`src/rtl/gpio_pkg.sv`:
```
// Shared defaults and edge-event helper for the debounced GPIO input block.
package gpio_pkg;

   localparam int GPIO_WIDTH       = 32;
   localparam int GPIO_SYNC_STAGES = 2;
   localparam int GPIO_PRE_W       = 16;
   localparam int GPIO_DB_W        = 4;

   typedef struct packed {
      logic rise;
      logic fall;
   } edge_evt_t;

   // Classifies an accepted debounce update by the direction of the change.
   function automatic edge_evt_t edge_event(input logic update,
                                            input logic old_val,
                                            input logic new_val);
      edge_evt_t evt;
      evt.rise = update & ~old_val & new_val;
      evt.fall = update & old_val & ~new_val;
      return evt;
   endfunction

endpackage

```
`src/rtl/gpio_db_ch.sv`:
```
// One input channel: synchroniser, polarity invert, tick-based debounce
// filter and sticky edge flag.
module gpio_db_ch
   import gpio_pkg::*;
#(
   parameter int SYNC_STAGES = GPIO_SYNC_STAGES,
   parameter int DB_W        = GPIO_DB_W
) (
   input  logic            clk,
   input  logic            rst,
   input  logic            gpio_i,
   input  logic            cfg_invert,
   input  logic            tick,
   input  logic [DB_W-1:0] cfg_db_ticks,
   input  logic            cfg_rise_en,
   input  logic            cfg_fall_en,
   input  logic            irq_clr,
   output logic            di_raw,
   output logic            di_status,
   output logic            edge_pending
);

   logic [SYNC_STAGES-1:0] sync_q;
   logic                   s;
   logic [DB_W-1:0]        cnt_q;
   logic [DB_W-1:0]        cnt_d;
   logic [DB_W:0]          cnt_inc;
   logic                   update;
   logic                   set_pending;
   edge_evt_t              evt;

   assign s       = sync_q[SYNC_STAGES-1] ^ cfg_invert;
   assign cnt_inc = {1'b0, cnt_q} + {{DB_W{1'b0}}, 1'b1};

   // A differing input must stay put for cfg_db_ticks ticks; the >= compare
   // keeps a count left over from a larger setting from getting stuck.
   always_comb begin
      update = 1'b0;
      cnt_d  = cnt_q;
      if (cfg_db_ticks == '0) begin
         update = (s != di_status);
         cnt_d  = '0;
      end else if (s == di_status) begin
         cnt_d = '0;
      end else if (tick) begin
         if (cnt_inc >= {1'b0, cfg_db_ticks}) begin
            update = 1'b1;
            cnt_d  = '0;
         end else begin
            cnt_d = cnt_inc[DB_W-1:0];
         end
      end
   end

   assign evt         = edge_event(update, di_status, s);
   assign set_pending = (evt.rise & cfg_rise_en) | (evt.fall & cfg_fall_en);

   always_ff @(posedge clk) begin
      if (rst) begin
         sync_q       <= '0;
         di_raw       <= 1'b0;
         di_status    <= 1'b0;
         cnt_q        <= '0;
         edge_pending <= 1'b0;
      end else begin
         sync_q       <= {sync_q[SYNC_STAGES-2:0], gpio_i};
         di_raw       <= s;
         cnt_q        <= cnt_d;
         if (update) begin
            di_status <= s;
         end
         // A new edge outranks a simultaneous clear so no event is lost.
         edge_pending <= set_pending | (edge_pending & ~irq_clr);
      end
   end

endmodule

```
`src/rtl/gpio_input_db.sv`:
```
// Debounced PLC field-input block: shared prescaler, per-channel filters
// and a single masked edge interrupt.
module gpio_input_db
   import gpio_pkg::*;
#(
   parameter int WIDTH       = GPIO_WIDTH,
   parameter int SYNC_STAGES = GPIO_SYNC_STAGES,
   parameter int PRE_W       = GPIO_PRE_W,
   parameter int DB_W        = GPIO_DB_W
) (
   input  logic             clk,
   input  logic             rst,
   input  logic [WIDTH-1:0] gpio_i,
   input  logic [WIDTH-1:0] cfg_invert,
   input  logic [PRE_W-1:0] cfg_prescale,
   input  logic [DB_W-1:0]  cfg_db_ticks,
   input  logic [WIDTH-1:0] cfg_rise_en,
   input  logic [WIDTH-1:0] cfg_fall_en,
   input  logic [WIDTH-1:0] cfg_irq_mask,
   input  logic [WIDTH-1:0] irq_clr,
   output logic [WIDTH-1:0] di_raw,
   output logic [WIDTH-1:0] di_status,
   output logic [WIDTH-1:0] edge_pending,
   output logic             irq
);

   logic [PRE_W-1:0] pre_q;
   logic             tick;

   // >= rather than == so lowering cfg_prescale below pre_q wraps at once.
   assign tick = (pre_q >= cfg_prescale);

   always_ff @(posedge clk) begin
      if (rst) begin
         pre_q <= '0;
         irq   <= 1'b0;
      end else begin
         pre_q <= tick ? '0 : pre_q + PRE_W'(1);
         irq   <= |(edge_pending & cfg_irq_mask);
      end
   end

   for (genvar i = 0; i < WIDTH; i++) begin : g_ch
      gpio_db_ch #(
         .SYNC_STAGES (SYNC_STAGES),
         .DB_W        (DB_W)
      ) u_ch (
         .clk          (clk),
         .rst          (rst),
         .gpio_i       (gpio_i[i]),
         .cfg_invert   (cfg_invert[i]),
         .tick         (tick),
         .cfg_db_ticks (cfg_db_ticks),
         .cfg_rise_en  (cfg_rise_en[i]),
         .cfg_fall_en  (cfg_fall_en[i]),
         .irq_clr      (irq_clr[i]),
         .di_raw       (di_raw[i]),
         .di_status    (di_status[i]),
         .edge_pending (edge_pending[i])
      );
   end

endmodule

```
`config.mk`:
```
export PLATFORM = sky130hd
export DESIGN_NAME = gpio_input_db
export DESIGN_NICKNAME = d
export VERILOG_FILES = /design/src/rtl/gpio_pkg.sv /design/src/rtl/gpio_db_ch.sv /design/src/rtl/gpio_input_db.sv
export SDC_FILE = /design/constraint.sdc
export NUM_CORES = 1
export LEC_CHECK = 0
export CORE_ASPECT_RATIO = 1.75
export CORE_MARGIN = 2
export CORE_UTILIZATION = 25
export CTS_CLUSTER_DIAMETER = 100
export DETAILED_ROUTE_END_ITERATION = 16
export GPL_ROUTABILITY_DRIVEN = 0
export GPL_TIMING_DRIVEN = 0
export PLACE_DENSITY = 0.44
export SYNTH_ARGS = -nofsm -noshare
export SYNTH_HDL_FRONTEND = slang
export SYNTH_SLANG_ARGS = --single-unit
```
`constraint.sdc`:
```
create_clock -name clk -period 2.66 [get_ports clk]
set_input_delay 0.532 -clock clk [delete_from_list [all_inputs] [get_ports clk]]
set_output_delay 0.532 -clock clk [all_outputs]
set_load 0.005 [all_outputs]
```
==> flow_summary.yaml, run 1 <==
run_status:
  status: "finished clean"
sta:
  rsz0062_at_grt: "false"
  tightest_slew_ns: 1.06
  fmax_mhz: 386
  slew_viol_final: 0
  clock_skew_ns: 0.0414
  hold_viol: 0
  setup_viol: 0
  fin_setup_tns_ns: 0
  whs_ns: 0.420
  post-route-min-period_ns: 2.59
  fin_crit_sh_pct: 97.4
  relSlewSlack_pct: 28.9
synth:
  synth_nets: 2447
  synthArstFlopShare_pct: 0
  ys_warn_count: 0
  synth-main-ff-cell: "dfxtp_1"
  avgSynthCellArea_um2: 9.00
  synth_edf_count: 0
  synthCells: 2056
  yosys.area.top_type: "dfxtp_1"
  synth_top_area_share_pct: 33.0
  synth_area_um2: 18500
  synth.distinct_cells: 45
  yosysSeqAreaShare_pct: 33.0
  synth_area_leaders: "dfxtp_1 (33%), ha_1 (12%), xnor2_1 (4.7%)"
  synth_seq_cells: 305
finish:
  syn2layout_area_growth_pct: 33.2
  nets: 2806
  utilization_pct: 33.5
  mostFrequentLayoutCells: "dfxtp_1 (304), clkdlybuf4s50_1 (304), ha_1 (177)"
  finalInstanceArea_um2: 24700
  fin_cells: 3382
  drive_gt1_share_pct: 13.8
critical_path:
  cpPeakStageDelay_ns: 0.56
  cp-start-kind: "input port"
  arrival_ns: 3.05
  cp_max_fo: 25
  worst-r2r-cell-count: 8
  r2r-start: "g_ch[14].u_ch.cnt_q[2]"
  setup.worst_path.end_class: "flop"
  r2r_end: "g_ch[14].u_ch.di_status"
  crit_chain: "clkdlybuf4s50_1, inv_2, buf_12, ha_1, a21o_1, a31o_2, a31oi_2, a2111oi_2, a311o_1"
  cp.depth: 9
  path_delay_family: "compound AO/OA/AOI/OAI gates"
  endpoint: "g_ch[6].u_ch.di_status"
  crit_buf_inv: 3
  crit_type: "in -> reg"
  slowest_stage: "clkdlybuf4s50_1"
  r2r_setup_slack_ns: 0.12
  crit_path_start: "cfg_db_ticks[2]"
  cp.required_ns: 3.12
run:
  cap_violations: 0
global_route:
  grt.overflow.total: 0
  antenna_found_initial: 8
  grt_max_degree: 26
  grt_pass1_wl_um: 119000
  grtUsageTotal_pct: 20.9
  first_global_vias: 18100
floorplan:
  rows: 132
  ioPinCount: 311
  core_area_um2: 73700
  fp.dieArea_um2: 76300
  start_util_pct: 25.1
  die_w_um: 210
  die_h_um: 364
drt:
  detail-route-antenna-nets: 0
  wl_per_cell_um: 24.2
  totalWireLength_um: 82000
  drtIter0Drc: 906
  route.detailed.drc: 0
  num_vias: 17600
  via_per_inst: 5.20
  first_pass_iters: 5
cts:
  cts_root_buf: "clkbuf_16"
  cts_made_buffers: 36
  cts.reportedPaths.clkPinSlew_ns: 0.06
  cts_tree: "done"
  cts_sinks: 305
  clk_latency_ns: 0.58
  cts.htree.levels: 2
  clockBufferDepth: 3
placement:
  placed_cell_area_um2: 22800
  hpwl_um: 62900
  dp_cells: 3307
  portBuffers: 310
power_and_ir_drop:
  cellPowerDensity_nw_per_um2: 466
  power_switching_w: 0.00311
  combPwrFrac_pct: 13.3
  p_leak_nw: 9.40
  p_clk_share_pct: 45.5
  seqPwrFrac_pct: 41.2
  switching_share_pct: 27.1
  internal-power_w: 0.00837
  ir_worst_vdd_v: 0.000432
hold_path:
  min_from: "g_ch[12].u_ch.sync_q[0]"
  hp-class: "reg -> reg"
  min_path_cells: 1
==> cells by family (layout without fill, tap and decap cells) <==
family	Yosys count	in the layout	share of synthesized area [%]
other	0	5	0
and+or+nand+nor	538	538	15.7
buffers and inverters	283	666	8.15
AOI/OAI and AO/OA	611	611	24.5
DFF	305	305	33.0
xor gates and xnor gates	142	142	6.72
adders and majority gates	177	177	12.0
==> metrics by stage <==
step                      worst slack, ns  total power (W)
final                              0.0686           0.0115
after global routing             0.000701           0.0119
after CTS                          0.0144           0.0116
after detailed placement            -2.02          0.00630
after global placement              -3.24          0.00627
after floorplan                    0.0537          0.00544
==> layout make-up <==
class | instances | area [um2]
Antenna cell | 5 | 12.5
Sequential cell | 305 | 6110
Tap cell | 938 | 1170
Inverter | 83 | 318
Timing Repair Buffer | 321 | 3250
Multi-Input combinational cell | 1468 | 11300
Fill cell | 7710 | 49000
Clock inverter | 14 | 181
Timing Repair inverter | 1 | 7.51
Clock buffer | 48 | 1020
Buffer | 199 | 1310
==> layer usage <==
layer  share of wire [%]  up-vias  routed length [um]  GRT usage, %
li1                    -     8307                   -             -
met1                  38     8646               31200          22.4
met2                  52      490               42800          39.1
met3                 4.1      152                3370          3.05
met4                 5.5        6                4540          11.2
met5               0.048        -                  39             0
==> timing repair <==
item                                    CTS  global route
hold buffers                              0             0
endpoints found under the setup margin  202           146
cloned                                    1             0
buffers inserted                          7             1
gates resized for setup                 112            40
pin swaps                                 1             2
==> power by group through the flow <==
stage	Sequential, W	Clock (W)	Combinational [W]
global placement	0.00483	0	0.00144
CTS	0.00473	0.00537	0.00153
finish	0.00473	0.00523	0.00153
detailed placement	0.00483	0	0.00146
floorplan	0.00481	0	0.000632
global route	0.00474	0.00550	0.00163
==> cell usage after synthesis (34+ instances only) <==
library cell	count
a21o_1	97
dfxtp_1	305
clkbuf_1	64
xor2_1	42
nand2_1	39
a31oi_1	63
nand3_1	168
a22oi_1	47
o211ai_1	97
nor2_1	120
nor2b_1	96
xnor2_1	100
ha_1	177
a21oi_1	102
buf_4	98
nand2b_1	34
inv_1	83
==> how the worst min path moves through the flow <==
stage / endpoint / slack [ns]
2_1_floorplan: g_ch[0].u_ch.sync_q[1] / 0.41
6_report: g_ch[12].u_ch.sync_q[1] / 0.42
4_1_cts: g_ch[12].u_ch.sync_q[1] / 0.42
5_1_grt: g_ch[12].u_ch.sync_q[1] / 0.44
3_5_place_dp: g_ch[16].u_ch.sync_q[1] / 0.42
3_3_place_gp: g_ch[28].u_ch.sync_q[1] / 0.42
==> registers in the layout, indices dropped and copies added, names as in the netlist <==
signal	flops
g_ch.u_ch.cnt_q	128
g_ch.u_ch.di_raw	32
g_ch.u_ch.di_status	32
g_ch.u_ch.edge_pending	32
g_ch.u_ch.sync_q	64
irq	1
pre_q	16
(Power assumes the default switching activity.)
==> run 2: changes to the inputs <==
--- a/config.mk
+++ b/config.mk
@@ -12,7 +12,8 @@
 export DETAILED_ROUTE_END_ITERATION = 16
 export GPL_ROUTABILITY_DRIVEN = 0
 export GPL_TIMING_DRIVEN = 0
-export PLACE_DENSITY = 0.44
+export PLACE_DENSITY = 0.45
 export SYNTH_ARGS = -nofsm -noshare
 export SYNTH_HDL_FRONTEND = slang
+export SYNTH_HIERARCHICAL = 1
 export SYNTH_SLANG_ARGS = --single-unit
==> run 2 against run 1 <==
  * The flow now finishes with violations (negative setup slack)
  * Core utilization grew 1.7 points
  * Critical path type unchanged
  * Setup slack got worse by 0.076 ns
  * Worst hold slack worse by 0.014 ns
==> flow_summary.yaml, run 2 <==
finish:
  largest_register_ffs: 128
  fin_cells: 3096
  nets: 2567
  syn2layout_area_growth_pct: 39.1
  top_register: "g_ch.u_ch/cnt_q"
  mostFrequentLayoutCells: "clkdlybuf4s50_1 (295), dfxtp_1 (294), ha_1 (169)"
  fillCellCount: 6966
  finalInstanceArea_um2: 23700
  mostFrequentLayoutCell: "clkdlybuf4s50_1"
  drive_gt1_share_pct: 14.8
  reg_top3: "g_ch.u_ch/cnt_q x128, g_ch.u_ch/sync_q x64"
sta:
  rsz0062_at_grt: "true"
  fmax_mhz: 375
  tightest_slew_ns: 0.860
  slew_viol_final: 0
  setup_viol: 1
  fin_crit_sh_pct: 100
  hold_viol: 0
  post-route-min-period_ns: 2.67
  fin_ws_ns: -0.00693
  clock_skew_ns: 0.0163
  relSlewSlack_pct: 42.7
placement:
  dp_cells: 2993
  hpwl_um: 35300
  placed_cell_area_um2: 21400
  portBuffers: 310
drt:
  detail-route-antenna-nets: 0
  wl_per_cell_um: 16.0
  route.detailed.drc: 0
  totalWireLength_um: 49400
  first_pass_iters: 4
  drtIter0Drc: 478
  via_per_inst: 4.53
  num_vias: 14000
global_route:
  use_met2_pct: 26.6
  met3_usage_pct: 3.44
  first_global_vias: 14700
  grt.overflow.total: 0
  grt_pass1_wl_um: 78300
  groute.layer.met1.usage_pct: 14.7
  antenna_found_initial: 5
  grtUsageTotal_pct: 13.9
  grt_max_degree: 116
  grt.busiest_layer: "met2"
critical_path:
  crit_type: "in -> reg"
  setup.worst_path.end_class: "flop"
  cpPeakStageDelay_ns: 0.48
  crit_buf_inv: 4
  cp.required_ns: 3.08
  cp-start-kind: "input port"
  crit_chain: "clkdlybuf4s50_1, inv_1, ha_1, and4_4, nand2_4, o22ai_4, or3_4, buf_12, buf_6, a21oi_1, mux2_1"
  arrival_ns: 3.09
  cp_max_fo: 9
  slowest_stage: "clkdlybuf4s50_1"
  path_delay_family: "buffers and inverters"
synth:
  synth_seq_cells: 305
  synth_nets: 2173
  synth_area_leaders: "dfxtp_1 (36%), ha_1 (13%), xor2_1 (5.4%)"
  synthCells: 1782
  synth-main-ff-cell: "dfxtp_1"
  yosysSeqAreaShare_pct: 35.8
  synth_edf_count: 0
  synth_common_cells: "dfxtp_1 (305), ha_1 (177), nor2_1 (148), nor2b_1 (128), inv_1 (114)"
  synthArstFlopShare_pct: 0
  synth_area_um2: 17000
  ys_warn_count: 6
  avgSynthCellArea_um2: 9.57
  yosys.area.top_type: "dfxtp_1"
  synth_top_area_share_pct: 35.8
  yosysMostFrequentCell: "dfxtp_1"
  synth.distinct_cells: 41
cts:
  clk_latency_ns: 0.55
  cts_made_buffers: 37
  ctsHoldBuffers: 0
  clockBufferDepth: 3
  cts.reportedPaths.clkPinSlew_ns: 0.06
  cts.htree.levels: 2
  cts_tree: "done"
  cts_sinks: 305
  cts_root_buf: "clkbuf_16"
floorplan:
  start_util_pct: 25.3
  die_h_um: 349
  fp.dieArea_um2: 70400
  die_w_um: 201
  ioPinCount: 311
  rows: 126
  core_area_um2: 67500
power_and_ir_drop:
  ir_worst_vdd_v: 0.000424
  p_leak_nw: 9.50
  cellPowerDensity_nw_per_um2: 462
hold_path:
  hp-class: "in -> reg"
run_status:
  failed_checks: "negative setup slack"
  status: "finished with violations"
run:
  cap_violations: 0
==> run 2: cell types whose count changed in the layout (fill, tap and decap cells not counted), sizes merged, moves of 33 or more <==
cell and delta:
a21oi -68, o21ai +57, buf -63, a311oi -33, nor3b -33, xor2 +95, o31ai +33, o211ai -97
nand3 -130, a21o -94, nand2 +63, clkbuf -58
==> run 2: cells by family after synthesis <==
group	share of synthesized area (%)
compound gates	12.8
xor+xnor	13.6
fa+ha+maj	13.0
buf+inv	3.37
flops	35.8
mux	3.99
simple gates	17.4
==> run 2: per-layer routing <==
| metal | share of wire, % | wire length (um) | up-vias |
|---|---|---|---|
| li1 | - | - | 7018 |
| met1 | 40 | 19600 | 6653 |
| met2 | 52 | 25600 | 278 |
| met3 | 5.7 | 2820 | 81 |
| met4 | 2.9 | 1430 | 10 |
| met5 | 0.14 | 69 | - |
==> run 2: path summary, 6_finish.rpt <==
| path | from | end | slack (ns) | depth (start not counted) |
|---|---|---|---|---|
| min reg2reg | g_ch[15].u_ch/sync_q[0] | g_ch[15].u_ch/sync_q[1] | 0.43 | 1 |
| min | rst | g_ch[16].u_ch/sync_q[1] | 0.41 | 2 |
| max reg2reg | pre_q[8] | g_ch[20].u_ch/di_status | 0 | 9 |
| max | cfg_prescale[12] | g_ch[20].u_ch/di_status | -0.007 | 11 |
==> run 2: area by class of cell <==
class / instances / area (um2) / share of cell area, %
Inverter: 114 / 428 / 1.80
Timing Repair Buffer: 354 / 3570 / 15.0
Multi-Input combinational cell: 1330 / 10800 / 45.7
Clock inverter: 5 / 52.6 / 0.222
Buffer: 34 / 473 / 1.99
Sequential cell: 305 / 6130 / 25.9
Tap cell: 896 / 1120 / 4.73
Antenna cell: 2 / 5.00 / 0.0211
Clock buffer: 56 / 1100 / 4.63
==> run 2: metrics by stage <==
step	power [W]	setup slack (ns)	util (%)	TNS, ns	hold WS (ns)
final	0.0110	-0.00693	35.2	-0.00693	0.405
after global routing	0.0115	-0.0643	35.1	-0.708	0.446
after CTS	0.0112	-0.0729	34.9	-1.03	0.434
after detailed placement	0.00607	-1.18	31.7	-194.36	0.424
after global placement	0.00609	-6.43	31.6	-1742.99	0.417
after floorplan	0.00532	0.0109	-	0	0.414
==> run 2: repair_timing <==
action / 4_1_cts / 5_1_grt
cloned: 1 / 0
pin swaps: 24 / 23
endpoints found under the setup margin: 192 / 189
buffers inserted: 29 / 10
gates resized for setup: 184 / 24
==> run 2: worst reg2reg max path: cells and delay by family, from the launching register on <==
kind / cells / cell delay [ns]
muxes: 1 / 0.35
adders and majority gates: 1 / 0.20
and+or+nand+nor: 1 / 0.44
buffers and inverters: 2 / 0.33
DFF: 1 / 0.34
AOI/OAI and AO/OA: 4 / 0.85
==> run 2: power by group <==
group	internal, W	leakage [nW]	switching [W]
combinational	0.000692	6.44	0.000574
clock	0.00292	0.565	0.00204
sequential	0.00467	2.49	0.0000578
==> run 3: changes to the inputs <==
--- a/config.mk
+++ b/config.mk
@@ -5,6 +5,9 @@
 export SDC_FILE = /design/constraint.sdc
 export NUM_CORES = 1
 export LEC_CHECK = 0
+export CAP_MARGIN = 20
+export CELL_PAD_IN_SITES_DETAIL_PLACEMENT = 0
+export CELL_PAD_IN_SITES_GLOBAL_PLACEMENT = 2
 export CORE_ASPECT_RATIO = 1.75
 export CORE_MARGIN = 2
 export CORE_UTILIZATION = 25
@@ -12,7 +15,7 @@
 export DETAILED_ROUTE_END_ITERATION = 16
 export GPL_ROUTABILITY_DRIVEN = 0
 export GPL_TIMING_DRIVEN = 0
-export PLACE_DENSITY = 0.45
+export PLACE_DENSITY = 0.66
 export SYNTH_ARGS = -nofsm -noshare
 export SYNTH_HDL_FRONTEND = slang
 export SYNTH_HIERARCHICAL = 1
==> run 3 against run 2 <==
  * The run still ends with negative setup slack left
  * Clock-buffer cell count down 2
  * Critical path depth grew 1
  * Sequential power about the same
  * Cell count rose by 1.3%
  * Die area unchanged
  * Total power rose by 1.2%
  * Sequential share of layout area fell by 0.70 points
  * Clock power is 2% higher
  * Sequential cell count unchanged
  * First-iteration DRC count is 19% lower
==> flow_summary.yaml, run 3 (synthesis results as in run 2) <==
cts:
  clk_latency_ns: 0.56
  cts_tree: "done"
  cts_made_buffers: 37
  cts_root_buf: "clkbuf_16"
  cts.htree.levels: 2
  clockBufferDepth: 3
  cts.reportedPaths.clkPinSlew_ns: 0.06
  cts_sinks: 305
hold_path:
  min_to: "g_ch[12].u_ch/sync_q[1]"
  hp-class: "reg -> reg"
  min_path_cells: 1
  min_from: "g_ch[12].u_ch/sync_q[0]"
finish:
  finalInstanceArea_um2: 24400
  mostFrequentLayoutCells: "clkdlybuf4s50_1 (295), dfxtp_1 (294), ha_1 (169)"
  top_register: "g_ch.u_ch/cnt_q"
  syn2layout_area_growth_pct: 43.2
  utilization_pct: 36.2
  fin_cells: 3136
  mostFrequentLayoutCell: "clkdlybuf4s50_1"
  nets: 2608
  drive_gt1_share_pct: 17.3
  antennaDiodeCount: 0
  reg_top3: "g_ch.u_ch/cnt_q x128, g_ch.u_ch/sync_q x64"
  largest_register_ffs: 128
global_route:
  antenna_found_initial: 3
  grtUsageTotal_pct: 14.3
  grt_pass1_wl_um: 79500
  grt.overflow.total: 0
  grt_max_degree: 127
  first_global_vias: 14800
floorplan:
  die_w_um: 201
  start_util_pct: 25.3
  fp.dieArea_um2: 70400
  rows: 126
  core_area_um2: 67500
  ioPinCount: 311
  die_h_um: 349
drt:
  totalWireLength_um: 51000
  first_pass_iters: 4
  via_per_inst: 4.48
  drtIter0Drc: 389
  detail-route-antenna-nets: 0
  wl_per_cell_um: 16.3
  route.detailed.drc: 0
  num_vias: 14100
critical_path:
  cp_max_fo: 8
  arrival_ns: 3.24
  crit_chain: "clkdlybuf4s50_1, inv_1, ha_1, nor3_1, or4b_4, o31ai_4, buf_6, or3_4, buf_12, buf_8, a2111o_1, nor2_1"
  r2r_end: "g_ch[29].u_ch/cnt_q[2]"
  worst-r2r-cell-count: 11
  cp.required_ns: 3.14
  r2r_setup_slack_ns: -0.07
  crit_type: "in -> reg"
  r2r-start: "pre_q[0]"
  cpPeakStageDelay_ns: 0.47
  cp-start-kind: "input port"
  slowest_stage: "a2111o_1"
  setup.worst_path.end_class: "flop"
sta:
  relSlewSlack_pct: 40.5
  fin_crit_sh_pct: 104
  rsz0062_at_grt: "true"
  clock_skew_ns: 0.0254
  post-route-min-period_ns: 2.76
  fin_ws_ns: -0.0987
  slew_viol_final: 0
  setup_viol: 115
  hold_viol: 0
  fmax_mhz: 362
  tightest_slew_ns: 0.892
run_status:
  failed_checks: "negative setup slack"
  status: "finished with violations"
power_and_ir_drop:
  p_clk_share_pct: 45.7
  fin_total_pwr_w: 0.0111
  internal-power_w: 0.00837
  combPwrFrac_pct: 11.7
  ir_worst_vdd_v: 0.000337
  cellPowerDensity_nw_per_um2: 454
  switching_share_pct: 24.5
  p_leak_nw: 9.81
  power_switching_w: 0.00272
  seqPwrFrac_pct: 42.6
placement:
  portBuffers: 310
  hpwl_um: 35700
  placed_cell_area_um2: 21400
  dp_cells: 2993
run:
  cap_violations: 0
run 3: cell count changes in the layout (fill, tap and decap cells not counted), moves of 4 or more:
| cell | change |
|---|---|
| buf_4 | +33 |
| buf_16 | +4 |
| a21oi_2 | -18 |
| buf_8 | +9 |
| a21oi_4 | +20 |
| buf_6 | -6 |
| mux2_4 | +11 |
| mux2_1 | -11 |
run 3: how the worst max path moves through the flow:
stage                    startpoint                      end  slack, ns  depth (start not counted)
global placement                rst  g_ch[24].u_ch/di_status      -6.38                          3
detailed placement  cfg_prescale[9]   g_ch[1].u_ch/di_status      -1.25                         10
global route               pre_q[0]   g_ch[17].u_ch/cnt_q[3]      -0.21                         11
finish              cfg_prescale[2]   g_ch[29].u_ch/cnt_q[2]       -0.1                         12
CTS                        pre_q[0]   g_ch[17].u_ch/cnt_q[3]      -0.10                         11
floorplan           cfg_prescale[0]   g_ch[0].u_ch/di_status       0.01                          8
run 3: routing by layer:
layer / global-route usage, % / share of wire [%]
met1: 15.3 / 40
met2: 27.6 / 53
met3: 2.78 / 4.2
met4: 4.86 / 2.7
met5: 0 / 0.053
run 3: area by class of cell:
class,count,area (um2)
fill,6946,43100
multi-input combinational,1330,11100
sequential,305,6140
timing repair buffer,395,3980
tap,896,1120
clock buffer,54,1080
buffer,34,507
inverter,114,428
clock inverter,8,93.8
run 3: power by group through the flow:
stage	combinational, W	sequential (W)	clock [W]
after floorplan	0.000500	0.00482	0
after global placement	0.00127	0.00483	0
after detailed placement	0.00126	0.00483	0
after CTS	0.00132	0.00473	0.00536
after global routing	0.00143	0.00473	0.00548
final	0.00130	0.00472	0.00507
run 3: timing repair:
| action | 4_1_cts | 5_1_grt |
|---|---|---|
| setup endpoints to repair | 192 | 187 |
| gates resized for setup | 242 | 20 |
| cloned | 2 | 0 |
| setup buffers | 56 | 23 |
| pin swaps | 66 | 77 |
| hold buffers | 0 | 0 |
run 3: metrics by stage:
stage	hold slack (ns)	TNS, ns	setup WS [ns]
floorplan	0.414	0	0.0109
global placement	0.416	-1743.51	-6.38
detailed placement	0.423	-207.76	-1.25
CTS	0.438	-4.00	-0.105
global route	0.447	-15.26	-0.207
finish	0.434	-4.12	-0.0987
run 3: worst max-delay path, delay by kind of cell:
kind | cells | cell delay, ns
adders and majority gates | 1 | 0.28
and+or+nand+nor | 4 | 0.94
AOI/OAI and AO/OA | 2 | 0.53
buffers and inverters | 5 | 0.94
